### src/rtl/ram_arbiter_if.sv
// Bus bundle between two requesters (A: CPU, B: loader/debug), the arbiter
// and a synchronous single-port RAM.
//
// Handshake: a requester raises req with we/addr/wdata stable and holds them
// until it sees gnt (a one-cycle pulse). It drops req in the cycle after gnt is
// visible; a req still high while gnt is visible is not a new request. Reads
// complete later with a one-cycle rvalid pulse; rdata holds until the next read
// on that port completes.
interface ram_arbiter_if #(
    parameter int ADDR_W = 8,
    parameter int DATA_W = 8
);
    logic              a_req;
    logic              a_we;
    logic [ADDR_W-1:0] a_addr;
    logic [DATA_W-1:0] a_wdata;
    logic              a_gnt;
    logic              a_rvalid;
    logic [DATA_W-1:0] a_rdata;

    logic              b_req;
    logic              b_we;
    logic [ADDR_W-1:0] b_addr;
    logic [DATA_W-1:0] b_wdata;
    logic              b_gnt;
    logic              b_rvalid;
    logic [DATA_W-1:0] b_rdata;

    logic              mem_we;
    logic [ADDR_W-1:0] mem_addr;
    logic [DATA_W-1:0] mem_wdata;
    logic [DATA_W-1:0] mem_rdata;

    logic              busy;

    // Arbiter side.
    modport slave (
        input  a_req, a_we, a_addr, a_wdata,
        output a_gnt, a_rvalid, a_rdata,
        input  b_req, b_we, b_addr, b_wdata,
        output b_gnt, b_rvalid, b_rdata,
        output mem_we, mem_addr, mem_wdata,
        input  mem_rdata,
        output busy
    );

    // Requester / RAM side.
    modport master (
        output a_req, a_we, a_addr, a_wdata,
        input  a_gnt, a_rvalid, a_rdata,
        output b_req, b_we, b_addr, b_wdata,
        input  b_gnt, b_rvalid, b_rdata,
        input  mem_we, mem_addr, mem_wdata,
        output mem_rdata,
        input  busy
    );
endinterface

### src/rtl/ram_arbiter.sv
// Two-port round-robin arbiter in front of a synchronous single-port RAM.
// One access at a time: grant in IDLE, drive the RAM for one cycle in ACCESS,
// and for reads capture the registered RAM output in RDWAIT. All outputs are
// registered.
module ram_arbiter #(
    parameter int ADDR_W = 8,
    parameter int DATA_W = 8
) (
    input  logic        clk,
    input  logic        rst,
    ram_arbiter_if.slave bus,
    output logic [1:0]  dbg_state
);
    typedef enum logic [1:0] {
        IDLE   = 2'd0,
        ACCESS = 2'd1,
        RDWAIT = 2'd2
    } state_t;

    state_t            state_q, state_d;
    logic              last_b_q, last_b_d;   // 1: port B was served last
    logic              sel_b_q, sel_b_d;     // port owning the in-flight access
    logic              op_we_q, op_we_d;     // in-flight access is a write
    logic              mem_we_q, mem_we_d;
    logic [ADDR_W-1:0] mem_addr_q, mem_addr_d;
    logic [DATA_W-1:0] mem_wdata_q, mem_wdata_d;
    logic              a_gnt_q, a_gnt_d, b_gnt_q, b_gnt_d;
    logic              a_rvalid_q, a_rvalid_d, b_rvalid_q, b_rvalid_d;
    logic [DATA_W-1:0] a_rdata_q, a_rdata_d, b_rdata_q, b_rdata_d;
    logic              busy_q, busy_d;
    logic              grant_a, grant_b;

    // Next-state and next-output logic; holds everything not explicitly updated.
    always_comb begin
        state_d     = state_q;
        last_b_d    = last_b_q;
        sel_b_d     = sel_b_q;
        op_we_d     = op_we_q;
        mem_we_d    = 1'b0;
        mem_addr_d  = mem_addr_q;
        mem_wdata_d = mem_wdata_q;
        a_gnt_d     = 1'b0;
        b_gnt_d     = 1'b0;
        a_rvalid_d  = 1'b0;
        b_rvalid_d  = 1'b0;
        a_rdata_d   = a_rdata_q;
        b_rdata_d   = b_rdata_q;
        grant_a     = 1'b0;
        grant_b     = 1'b0;
        unique case (state_q)
            IDLE: begin
                // On a tie the port not served last wins.
                grant_a = bus.a_req && (!bus.b_req || last_b_q);
                grant_b = bus.b_req && (!bus.a_req || !last_b_q);
                if (grant_a) begin
                    state_d     = ACCESS;
                    last_b_d    = 1'b0;
                    sel_b_d     = 1'b0;
                    op_we_d     = bus.a_we;
                    mem_we_d    = bus.a_we;
                    mem_addr_d  = bus.a_addr;
                    mem_wdata_d = bus.a_wdata;
                    a_gnt_d     = 1'b1;
                end else if (grant_b) begin
                    state_d     = ACCESS;
                    last_b_d    = 1'b1;
                    sel_b_d     = 1'b1;
                    op_we_d     = bus.b_we;
                    mem_we_d    = bus.b_we;
                    mem_addr_d  = bus.b_addr;
                    mem_wdata_d = bus.b_wdata;
                    b_gnt_d     = 1'b1;
                end
            end
            ACCESS: begin
                state_d = op_we_q ? IDLE : RDWAIT;
            end
            RDWAIT: begin
                state_d = IDLE;
                if (sel_b_q) begin
                    b_rdata_d  = bus.mem_rdata;
                    b_rvalid_d = 1'b1;
                end else begin
                    a_rdata_d  = bus.mem_rdata;
                    a_rvalid_d = 1'b1;
                end
            end
            default: state_d = IDLE;
        endcase
        busy_d = (state_d != IDLE);
    end

    // State and output registers with synchronous reset.
    always_ff @(posedge clk) begin
        if (rst) begin
            state_q     <= IDLE;
            last_b_q    <= 1'b1;
            sel_b_q     <= 1'b0;
            op_we_q     <= 1'b0;
            mem_we_q    <= 1'b0;
            mem_addr_q  <= '0;
            mem_wdata_q <= '0;
            a_gnt_q     <= 1'b0;
            b_gnt_q     <= 1'b0;
            a_rvalid_q  <= 1'b0;
            b_rvalid_q  <= 1'b0;
            a_rdata_q   <= '0;
            b_rdata_q   <= '0;
            busy_q      <= 1'b0;
        end else begin
            state_q     <= state_d;
            last_b_q    <= last_b_d;
            sel_b_q     <= sel_b_d;
            op_we_q     <= op_we_d;
            mem_we_q    <= mem_we_d;
            mem_addr_q  <= mem_addr_d;
            mem_wdata_q <= mem_wdata_d;
            a_gnt_q     <= a_gnt_d;
            b_gnt_q     <= b_gnt_d;
            a_rvalid_q  <= a_rvalid_d;
            b_rvalid_q  <= b_rvalid_d;
            a_rdata_q   <= a_rdata_d;
            b_rdata_q   <= b_rdata_d;
            busy_q      <= busy_d;
        end
    end

    assign bus.mem_we    = mem_we_q;
    assign bus.mem_addr  = mem_addr_q;
    assign bus.mem_wdata = mem_wdata_q;
    assign bus.a_gnt     = a_gnt_q;
    assign bus.b_gnt     = b_gnt_q;
    assign bus.a_rvalid  = a_rvalid_q;
    assign bus.b_rvalid  = b_rvalid_q;
    assign bus.a_rdata   = a_rdata_q;
    assign bus.b_rdata   = b_rdata_q;
    assign bus.busy      = busy_q;
    assign dbg_state     = state_q;
endmodule

### src/flat_wrapper.sv
// flat-port wrapper written by rule: the top's interface ports become plain ports
module ram_arbiter_flat 
#(
    parameter int ADDR_W = 8,
    parameter int DATA_W = 8
)
  (clk, rst, dbg_state, bus_a_req, bus_a_we, bus_a_addr, bus_a_wdata, bus_a_gnt, bus_a_rvalid, bus_a_rdata, bus_b_req, bus_b_we, bus_b_addr, bus_b_wdata, bus_b_gnt, bus_b_rvalid, bus_b_rdata, bus_mem_we, bus_mem_addr, bus_mem_wdata, bus_mem_rdata, bus_busy);
  ram_arbiter_if #(.ADDR_W(ADDR_W), .DATA_W(DATA_W)) bus_i ();
  input  logic clk;
  input  logic rst;
  output logic [1:0] dbg_state;
  input wire logic [$bits(bus_i.a_req)-1:0] bus_a_req;
  input wire logic [$bits(bus_i.a_we)-1:0] bus_a_we;
  input wire logic [$bits(bus_i.a_addr)-1:0] bus_a_addr;
  input wire logic [$bits(bus_i.a_wdata)-1:0] bus_a_wdata;
  output wire logic [$bits(bus_i.a_gnt)-1:0] bus_a_gnt;
  output wire logic [$bits(bus_i.a_rvalid)-1:0] bus_a_rvalid;
  output wire logic [$bits(bus_i.a_rdata)-1:0] bus_a_rdata;
  input wire logic [$bits(bus_i.b_req)-1:0] bus_b_req;
  input wire logic [$bits(bus_i.b_we)-1:0] bus_b_we;
  input wire logic [$bits(bus_i.b_addr)-1:0] bus_b_addr;
  input wire logic [$bits(bus_i.b_wdata)-1:0] bus_b_wdata;
  output wire logic [$bits(bus_i.b_gnt)-1:0] bus_b_gnt;
  output wire logic [$bits(bus_i.b_rvalid)-1:0] bus_b_rvalid;
  output wire logic [$bits(bus_i.b_rdata)-1:0] bus_b_rdata;
  output wire logic [$bits(bus_i.mem_we)-1:0] bus_mem_we;
  output wire logic [$bits(bus_i.mem_addr)-1:0] bus_mem_addr;
  output wire logic [$bits(bus_i.mem_wdata)-1:0] bus_mem_wdata;
  input wire logic [$bits(bus_i.mem_rdata)-1:0] bus_mem_rdata;
  output wire logic [$bits(bus_i.busy)-1:0] bus_busy;
  assign bus_i.a_req = bus_a_req;
  assign bus_i.a_we = bus_a_we;
  assign bus_i.a_addr = bus_a_addr;
  assign bus_i.a_wdata = bus_a_wdata;
  assign bus_a_gnt = bus_i.a_gnt;
  assign bus_a_rvalid = bus_i.a_rvalid;
  assign bus_a_rdata = bus_i.a_rdata;
  assign bus_i.b_req = bus_b_req;
  assign bus_i.b_we = bus_b_we;
  assign bus_i.b_addr = bus_b_addr;
  assign bus_i.b_wdata = bus_b_wdata;
  assign bus_b_gnt = bus_i.b_gnt;
  assign bus_b_rvalid = bus_i.b_rvalid;
  assign bus_b_rdata = bus_i.b_rdata;
  assign bus_mem_we = bus_i.mem_we;
  assign bus_mem_addr = bus_i.mem_addr;
  assign bus_mem_wdata = bus_i.mem_wdata;
  assign bus_i.mem_rdata = bus_mem_rdata;
  assign bus_busy = bus_i.busy;
  ram_arbiter #(.ADDR_W(ADDR_W), .DATA_W(DATA_W)) u_core (.clk(clk), .rst(rst), .bus(bus_i), .dbg_state(dbg_state));
endmodule
### config.mk
export PLATFORM = sky130hd
export DESIGN_NAME = ram_arbiter_flat
export DESIGN_NICKNAME = d
export VERILOG_FILES = /design/src/rtl/ram_arbiter_if.sv /design/src/rtl/ram_arbiter.sv /design/src/flat_wrapper.sv
export SDC_FILE = /design/constraint.sdc
export NUM_CORES = 1
export LEC_CHECK = 0
export ABC_AREA = 1
export BUFFER_PORTS_ARGS = -buffer_cell sky130_fd_sc_hd__buf_4
export CELL_PAD_IN_SITES_DETAIL_PLACEMENT = 1
export CELL_PAD_IN_SITES_GLOBAL_PLACEMENT = 2
export CORE_ASPECT_RATIO = 0.5
export CORE_MARGIN = 3
export CORE_UTILIZATION = 22
export CTS_BUF_LIST = sky130_fd_sc_hd__clkbuf_4
export CTS_CLUSTER_DIAMETER = 100
export DETAILED_ROUTE_END_ITERATION = 8
export PLACE_DENSITY_LB_ADDON = 0.1
export SETUP_SLACK_MARGIN = 0.02
export SLEW_MARGIN = 20
export SYNTH_ARGS = -nofsm -noshare
export SYNTH_HDL_FRONTEND = slang
export SYNTH_SLANG_ARGS = --single-unit
### constraint.sdc
create_clock -name clk -period 1.07 [get_ports clk]
set_input_delay 0.0535 -clock clk [delete_from_list [all_inputs] [get_ports clk]]
set_output_delay 0.0535 -clock clk [all_outputs]
set_load 0.02 [all_outputs]
==> results.cfg, run 1 <==
[global_route]
grt_max_degree = 20
use_met2 = 0.241
gr-usage-met3 = 0.0428
gr-usage-all-layers = 0.135
gr-max-usage-layer = met2
antenna_found_initial = 0
overflow = 0
use_met1 = 0.160
grt_pass1_vias = 2277
grt_pass1_wl_mm = 10.8

[cells_and_area]
final_common_cell = buf_4
drive_gt1_frac = 0.359
final_core_util = 0.406
fin_nets = 464
final_cell_mix = buf_4 (98), nand2_1 (58), nor2_1 (44), inv_1 (42), dfxtp_1 (39)
antennaDiodeCount = 0
area_growth_pct = 73.7

[clock_network]
cts_buffers = 5
htreeDepth = 2
cts.sinks = 43
clock_latency_ns = 0.37
path_clk_slew_ns = 0.13
clk_path_buf_depth = 2
root_buffer = clkbuf_4
cts_tree = built

[critical_path]
crit_path_top_delay_cell = dfxtp_4
cp-start-kind = flop
critPathArrivalTime_ns = 1.03
cp-end-kind = output port
crit_buf_inv = 2
crit_family = flip-flops
path_class = reg -> out
crit_chain = buf_8 -> buf_6
critPathRequiredTime_ns = 1.02
max_stage_delay_ns = 0.41
cp_max_fo = 7

[sta]
fin_crit_sh = 1.02
fin_crit_ns = 1.09
clock_skew_ns = 0.00460
slew_headroom = 0.751
worstMarginPinSlew_ns = 0.372
hold-worst-slack_ns = 0.0151
setup_viol = 5
report.final.slew_viol_count = 0
max_clock_freq_mhz = 919
fin_tns_setup_ns = -0.0399
hold_violations = 0
rsz0062_at_grt = true
worst_slack_ns = -0.0179

[job]
maxCapViolCount = 0

[floorplan]
coreArea_sq_um = 8290
dieArea_sq_um = 10000
die_w_um = 139
start_util = 0.234
die_y_um = 72.4
ios = 86
rows = 23

[routing]
vias_per_cell = 4.19
first_pass_iters = 4
drc = 0
wl_per_cell_um = 13.1
antenna_violating_nets_post_route = 0
drt_iter0_drc = 55
vias = 2222
totalWireLength_mm = 6.93

[worst_hold_path]
min_path_type = in -> reg

[placement]
dp_hpwl_mm = 4.90
io_buffers = 85
gp_congestion = 0.749

[synth]
synth-seq-cells = 43
synth_cell_types = 21
synth_warnings = 0
synthesis.nets = 331
seq_area_frac_synth = 0.444
syn_inst = 285
avgSynthCellArea_sq_um = 6.80
synthesis.area_sq_um = 1940

[power]
ir_worst_vdd_v = 0.000463
pwr_density_cell_nw_per_um2 = 1240
p_leak_nw = 1.63

[run_status]
status = finished, violations left
failed_checks = setup timing
[metal layers]
| metal | vias to the layer above | part of all wire |
|---|---|---|
| met1 | 1015 | 0.45 |
| li1 | 1143 | - |
| met5 | - | 0 |
| met2 | 54 | 0.49 |
| met3 | 10 | 0.051 |
| met4 | 0 | 0.012 |
[Yosys cell counts, drive strengths merged]
library cell | number | area (sq um)
nor3 | 1 | 5.00
clkbuf | 1 | 3.75
dfxtp | 43 | 861
a21oi | 19 | 98.9
clkinv | 2 | 7.51
nor2 | 53 | 206
o21ai | 9 | 56.3
nand4 | 8 | 50.1
nand2 | 67 | 259
inv | 44 | 165
buf | 12 | 82.6
nand3b | 1 | 7.51
nand3 | 25 | 135
[power breakdown]
group          internal, mW  switching (mW)
combinational         0.613           0.684
sequential             1.73          0.0826
clock                 0.507           0.559
[sequential cells by signal, indices dropped and copies added (netlist names), 2 cells and up]
name / cells
u_core.bus.mem_wdata: 8
u_core.bus.mem_addr: 8
u_core.bus.a_rdata: 8
u_core.dbg_state: 2
u_core.bus.b_rdata: 8
[logic make-up after synthesis]
kind of cell | count (synthesis) | synth area share
DFF | 43 | 0.444
and+or+nand+nor | 155 | 0.342
AOI/OAI and AO/OA | 28 | 0.0801
buffers and inverters | 59 | 0.134
[worst paths after layout]
path / startpoint / endpoint / slack, ns / cells past startpoint
worst min-delay path: bus_b_wdata[7] / u_core.bus.mem_wdata[7]$_SDFFE_PP0P_ / 0.02 / 5
worst max register to register: u_core.dbg_state[0]$_SDFF_PP0_ / u_core.bus.mem_addr[5]$_SDFFE_PP0P_ / -0.01 / 7
worst min register to register: u_core.bus.b_rdata[4]$_SDFFE_PP0P_ / u_core.bus.b_rdata[4]$_SDFFE_PP0P_ / 0.45 / 2
worst max-delay path: u_core.dbg_state[1]$_SDFF_PP0_ / dbg_state[1] / -0.02 / 2
[worst min-delay path, delay by kind of cell]
kind	cells	cell delay, ns
buffers and inverters	1	0.08
AND/OR/NAND/NOR	4	0.22
[per-stage QoR]
step	power (mW)	instances	setup slack [ns]	area, sq um
after floorplan	2.45	285	-0.00262	1980
after global placement	2.93	487	-0.00280	2810
after detailed placement	2.95	487	-0.0376	2810
after CTS	4.16	527	-0.0333	3230
after global routing	4.46	530	-0.113	3370
final	4.17	530	-0.0179	3370
[layout make-up]
cell class / count / area, sq um
flip-flops and latches: 43 / 873
fillers: 1019 / 4920
clock buffers: 6 / 45.0
clock inverters: 1 / 30.0
repair buffers: 137 / 1150
inverters: 46 / 181
well taps: 112 / 140
multi-input cells: 185 / 950
[timing repair]
| action | 4_1_cts | 5_1_grt |
|---|---|---|
| resized for setup | 13 | 32 |
| pin swaps | 2 | 10 |
| cloned | 0 | 2 |
| setup buffers | 1 | 1 |
| setup endpoints to repair | 27 | 42 |
| hold endpoints to repair | 36 | 0 |
| hold buffers | 32 | 0 |
Note: power is estimated with default switching activity, not from simulation.
==> run 2: changes to the inputs <==
--- a/config.mk
+++ b/config.mk
@@ -5,13 +5,12 @@
 export SDC_FILE = /design/constraint.sdc
 export NUM_CORES = 1
 export LEC_CHECK = 0
-export ABC_AREA = 1
 export BUFFER_PORTS_ARGS = -buffer_cell sky130_fd_sc_hd__buf_4
 export CELL_PAD_IN_SITES_DETAIL_PLACEMENT = 1
 export CELL_PAD_IN_SITES_GLOBAL_PLACEMENT = 2
 export CORE_ASPECT_RATIO = 0.5
 export CORE_MARGIN = 3
-export CORE_UTILIZATION = 22
+export CORE_UTILIZATION = 29
 export CTS_BUF_LIST = sky130_fd_sc_hd__clkbuf_4
 export CTS_CLUSTER_DIAMETER = 100
 export DETAILED_ROUTE_END_ITERATION = 8
==> constraint.sdc (replaced) <==
create_clock -name clk -period 1.3 [get_ports clk]
set_input_delay 0.065 -clock clk [delete_from_list [all_inputs] [get_ports clk]]
set_output_delay 0.065 -clock clk [all_outputs]
set_load 0.02 [all_outputs]
==> run 2 against run 1 <==
  * The run now ends clean
  * Register-to-register slack better by 0.07 ns
  * Flip-flop and latch count unchanged
  * Synthesized area decreased by 8.1%
  * Die area down 29%
  * Sequential power fell by 18%
  * Non-clock buffer count down 14
  * Critical endpoint is now u_core.op_we_q$_SDFFE_PP0P_
  * Largest cell class unchanged
==> results.cfg, run 2 <==
[run_status]
status = complete, no violations

[synth]
synth_warnings = 0
yosys-top-cells-area = dfxtp_1 (48%), mux2i_1 (9.0%), a311oi_2 (8.4%)
synth-seq-cells = 43
synth_cell_types = 29
avgSynthCellArea_sq_um = 9.79
netlist_top_cells_count = dfxtp_1 (43), nor2_1 (19), a21oi_1 (17)
synthArstFlopShare = 0
yosysTopAreaCell = dfxtp_1
seq_area_frac_synth = 0.483
synth_top_cell_area_share = 0.483
synthesis.area_sq_um = 1780
synthFlopType = dfxtp_1
syn_inst = 182
synth_edf_count = 0
synthesis.nets = 228
synth_most_common_cell = dfxtp_1

[global_route]
overflow = 0
grt_pass1_wl_mm = 8.64
antenna_found_initial = 0
gr-usage-all-layers = 0.156
grt_max_degree = 17
grt_pass1_vias = 1783

[cells_and_area]
drive_gt1_frac = 0.446
fin_nets = 341
nFillCells = 656
finalInstanceArea_sq_um = 2900
area_growth_pct = 62.6
final_common_cell = buf_4
seqCellArea_sq_um = 866
final_cell_mix = buf_4 (99), dfxtp_1 (41), nor2_1 (18), dlygate4sd3_1 (18), a21oi_1 (17)
antennaDiodeCount = 0
multiInputGateArea_sq_um = 852

[floorplan]
start_util = 0.312
coreArea_sq_um = 5710
ios = 86
rows = 19
die_w_um = 117
dieArea_sq_um = 7180
die_y_um = 61.4

[routing]
totalWireLength_mm = 5.78
wl_per_cell_um = 15.7
vias_per_cell = 4.85
drt_iter0_drc = 51
antenna_violating_nets_post_route = 0
vias = 1791
first_pass_iters = 4
drc = 0

[sta]
hold_violations = 0
setup_viol = 0
fin_tns_setup_ns = 0
slew_headroom = 0.741
fin_crit_sh = 0.957
clock_skew_ns = 0.00707
report.final.slew_viol_count = 0
max_clock_freq_mhz = 804
fin_crit_ns = 1.24
worstMarginPinSlew_ns = 0.383
rsz0062_at_grt = true

[clock_network]
root_buffer = clkbuf_4
clk_path_buf_depth = 2
cts.sinks = 43
htreeDepth = 2
cts_tree = built
cts_buffers = 5
path_clk_slew_ns = 0.13
clock_latency_ns = 0.35

[critical_path]
r2r-start = u_core.dbg_state[0]$_SDFF_PP0_
critical_path.endpoint = u_core.op_we_q$_SDFFE_PP0P_
reg2regPathDepth = 4
cp-startpoint = u_core.dbg_state[0]$_SDFF_PP0_
critPathArrivalTime_ns = 1.50
rrSetupSlack_ns = 0.06
cp_max_fo = 5
critPathRequiredTime_ns = 1.55
r2r-end = u_core.op_we_q$_SDFFE_PP0P_
cp-end-kind = flop
path_class = reg -> reg
cp-start-kind = flop

[power]
ir_worst_vdd_v = 0.000514
p_leak_nw = 1.33
pwr_density_cell_nw_per_um2 = 1100

[job]
maxCapViolCount = 0

[placement]
gp_congestion = 0.723
io_buffers = 85
place_area_sq_um = 2570
dp_hpwl_mm = 4.15

[worst_hold_path]
min_path_type = in -> reg
-- run 2: worst max-delay path, cell delays in order (launching register included) --
cell     delay, ns
dfxtp_2       0.39
buf_6         0.12
nor3_2        0.05
and3_2        0.24
a221o_1       0.34
-- run 2: how the worst min path moves through the flow --
stage / start / slack (ns) / cells past startpoint / end
floorplan: rst / 0.14 / 1 / u_core.dbg_state[1]$_SDFF_PP0_
global placement: bus_b_we / 0.27 / 2 / u_core.bus.mem_we$_SDFF_PP0_
detailed placement: bus_b_we / 0.28 / 2 / u_core.bus.mem_we$_SDFF_PP0_
CTS: bus_a_addr[4] / 0.004 / 3 / u_core.bus.mem_addr[4]$_SDFFE_PP0P_
global route: bus_b_addr[0] / 0.01 / 3 / u_core.bus.mem_addr[0]$_SDFFE_PP0P_
finish: bus_a_addr[4] / 0.02 / 3 / u_core.bus.mem_addr[4]$_SDFFE_PP0P_
-- run 2: report_power, final --
part,internal [mW],switching (mW),total (mW)
clock,0.405,0.447,0.853
combinational,0.427,0.420,0.848
sequential,1.42,0.0636,1.48
total,2.25,0.931,3.18
-- run 2: final cells by class --
| type | count | share of cell area |
|---|---|---|
| timing repair buffer | 123 | 0.346 |
| sequential | 43 | 0.299 |
| multi-input combinational | 121 | 0.294 |
| tap | 73 | 0.0315 |
| clock inverter | 3 | 0.0151 |
| clock buffer | 5 | 0.0130 |
| inverter | 1 | 0.00130 |
-- run 2: what timing repair did --
| action | CTS | global route |
|---|---|---|
| hold endpoints to repair | 24 | 1 |
| resized for setup | 0 | 12 |
| setup endpoints to repair | 0 | 25 |
| buffers inserted | 0 | 2 |
| hold buffers | 17 | 1 |
-- run 2: metrics by stage --
| step | power (mW) | util | worst slack [ns] | hold WS [ns] | cells |
|---|---|---|---|---|---|
| after CTS | 3.18 | 0.495 | 0.0275 | 0.00359 | 364 |
| after global placement | 2.25 | 0.451 | 0.0929 | 0.274 | 339 |
| final | 3.18 | 0.508 | 0.0556 | 0.0181 | 369 |
| after global routing | 3.34 | 0.508 | 0.0160 | 0.0137 | 369 |
| after floorplan | 1.92 | - | 0.0601 | 0.143 | 182 |
| after detailed placement | 2.27 | 0.451 | 0.0312 | 0.280 | 339 |
-- run 2: logic make-up (layout without fill, tap and decap cells) --
family	Yosys count	count (layout)	share of synthesized area
AO/OA/AOI/OAI	54	54	0.230
buffers and inverters	19	132	0.0576
flip-flops	43	43	0.483
multiplexers	16	16	0.0899
AND/OR/NAND/NOR	50	51	0.139
-- run 2: per-layer routing --
| metal | part of all wire | global-route usage | vias up |
|---|---|---|---|
| met5 | 0 | 0 | - |
| met4 | 0.0066 | 0.0392 | 0 |
| met3 | 0.057 | 0.0510 | 4 |
| met2 | 0.48 | 0.285 | 51 |
| met1 | 0.45 | 0.181 | 843 |
| li1 | - | - | 893 |
==> run 3: changes to the inputs <==
==> constraint.sdc (replaced) <==
create_clock -name clk -period 1.3 [get_ports clk]
set_input_delay 0.13 -clock clk [delete_from_list [all_inputs] [get_ports clk]]
set_output_delay 0.13 -clock clk [all_outputs]
set_load 0.02 [all_outputs]
==> run 3 against run 2 <==
  * Non-clock buffer count shrank 14
  * Hold slack lost 0.0085 ns
  * Clock power fell by 26%
  * Global-route usage fell by 0.42 points
  * Largest cell class unchanged
  * Sequential share of layout area is 1.9 points higher
  * Combinational power fell by 2.7%
  * Clock skew rose by 0.0068 ns
  * Setup slack improved by 0.033 ns
  * Fmax up 2.7%
  * Critical endpoint is now u_core.bus.mem_addr[7]$_SDFFE_PP0P_
  * First-iteration DRC count down 24%
==> results.cfg, run 3 (synthesis gave the netlist of run 2 again) <==
[power]
ir_worst_vdd_v = 0.000373
pwr_density_cell_nw_per_um2 = 1070
p_leak_nw = 1.26

[sta]
rsz0062_at_grt = false
fin_crit_sh = 0.932
report.final.slew_viol_count = 0
slew_headroom = 0.789
max_clock_freq_mhz = 825
fin_crit_ns = 1.21
hold-worst-slack_ns = 0.00953
worstMarginPinSlew_ns = 0.313
hold_violations = 0
worst_slack_ns = 0.0882
setup_viol = 0
clock_skew_ns = 0.0139

[cells_and_area]
antennaDiodeCount = 0
final_core_util = 0.479
drive_gt1_frac = 0.463
final_cell_mix = buf_4 (100), dfxtp_1 (40), nor2_1 (18), a21oi_1 (17)
nFillCells = 659
fin_nets = 327
area_growth_pct = 53.2
final_common_cell = buf_4

[critical_path]
rrSetupSlack_ns = 0.09
critPathRequiredTime_ns = 1.54
cp-end-kind = flop
crit_chain = nor2_4 -> buf_6 -> and2_2 -> a311oi_2
crit_family = simple AND/OR/NAND/NOR gates
max_stage_delay_ns = 0.39
path_class = reg -> reg
cp_max_fo = 8
critPathArrivalTime_ns = 1.45
crit_path_top_delay_cell = dfxtp_4
cp-start-kind = flop
crit_buf_inv = 1

[placement]
dp_hpwl_mm = 4.03
io_buffers = 85
gp_congestion = 0.725
pre_cts_ws_ns = -0.0363

[clock_network]
cts.sinks = 43
root_buffer = clkbuf_4
clock_latency_ns = 0.36
cts_tree = built
cts_buffers = 5
clk_path_buf_depth = 2
htreeDepth = 2
path_clk_slew_ns = 0.13

[floorplan]
die_w_um = 117
coreArea_sq_um = 5710
rows = 19
dieArea_sq_um = 7180
start_util = 0.312
die_y_um = 61.4
ios = 86

[routing]
antenna_violating_nets_post_route = 0
drt_iter0_drc = 39
vias_per_cell = 4.95
vias = 1752
wl_per_cell_um = 15.6
first_pass_iters = 4
drc = 0
totalWireLength_mm = 5.53

[global_route]
grt_max_degree = 20
antenna_found_initial = 0
grt_pass1_wl_mm = 8.41
gr-usage-all-layers = 0.152
overflow = 0
grt_pass1_vias = 1764

[job]
maxCapViolCount = 0

[worst_hold_path]
min_path_type = in -> reg

[run_status]
status = complete, no violations
## run 3: layout make-up
cell class | instances | area, sq um | area share
clock inverters | 2 | 8.76 | 0.00321
inverters | 1 | 3.75 | 0.00137
multi-input cells | 121 | 845 | 0.309
well taps | 73 | 91.3 | 0.0335
flip-flops and latches | 43 | 867 | 0.318
repair buffers | 109 | 877 | 0.321
clock buffers | 5 | 37.5 | 0.0137
## run 3: timing repair
action                                 CTS  global route
resized for setup                        2             7
endpoints found under the hold margin    3             0
setup buffers                            0             3
hold buffers                             3             0
gates cloned                             1             1
setup endpoints to repair               17            17
pin swaps                                1             0
## run 3: where the power goes
group	switching (mW)	internal, mW	total, mW
clock	0.437	0.193	0.629
sequential	0.0639	1.42	1.48
combinational	0.409	0.415	0.825
## run 3: per-stage QoR
step | power (mW) | TNS, ns | area (sq um) | cells
6_report | 2.93 | 0 | 2730 | 354
5_1_grt | 3.10 | 0 | 2730 | 354
4_1_cts | 2.91 | 0 | 2660 | 350
3_5_place_dp | 2.27 | -0.317 | 2570 | 339
3_3_place_gp | 2.25 | 0 | 2570 | 339
2_1_floorplan | 1.92 | 0 | 1780 | 182
## run 3: final timing paths
check | end | depth (start not counted) | startpoint
setup / recovery | u_core.bus.mem_addr[7]$_SDFFE_PP0P_ | 4 | u_core.dbg_state[1]$_SDFF_PP0_
hold / removal | u_core.bus.a_rdata[0]$_SDFFE_PP0P_ | 3 | bus_mem_rdata[0]
setup reg to reg | u_core.bus.mem_addr[7]$_SDFFE_PP0P_ | 4 | u_core.dbg_state[1]$_SDFF_PP0_
hold reg to reg | u_core.dbg_state[1]$_SDFF_PP0_ | 1 | u_core.op_we_q$_SDFFE_PP0P_
## run 3: worst min-delay path, delay by kind of cell
family	cells	cell delay [ns]
and+or+nand+nor	1	0.07
muxes	1	0.05
buffers and inverters	1	0.08
## run 3: metal layers
metal / up-vias / global-route usage / wire [um]
met5: - / 0 / 0
li1: 863 / - / -
met3: 6 / 0.0461 / 319
met1: 833 / 0.184 / 2500
met4: 0 / 0.0359 / 51
met2: 50 / 0.271 / 2660
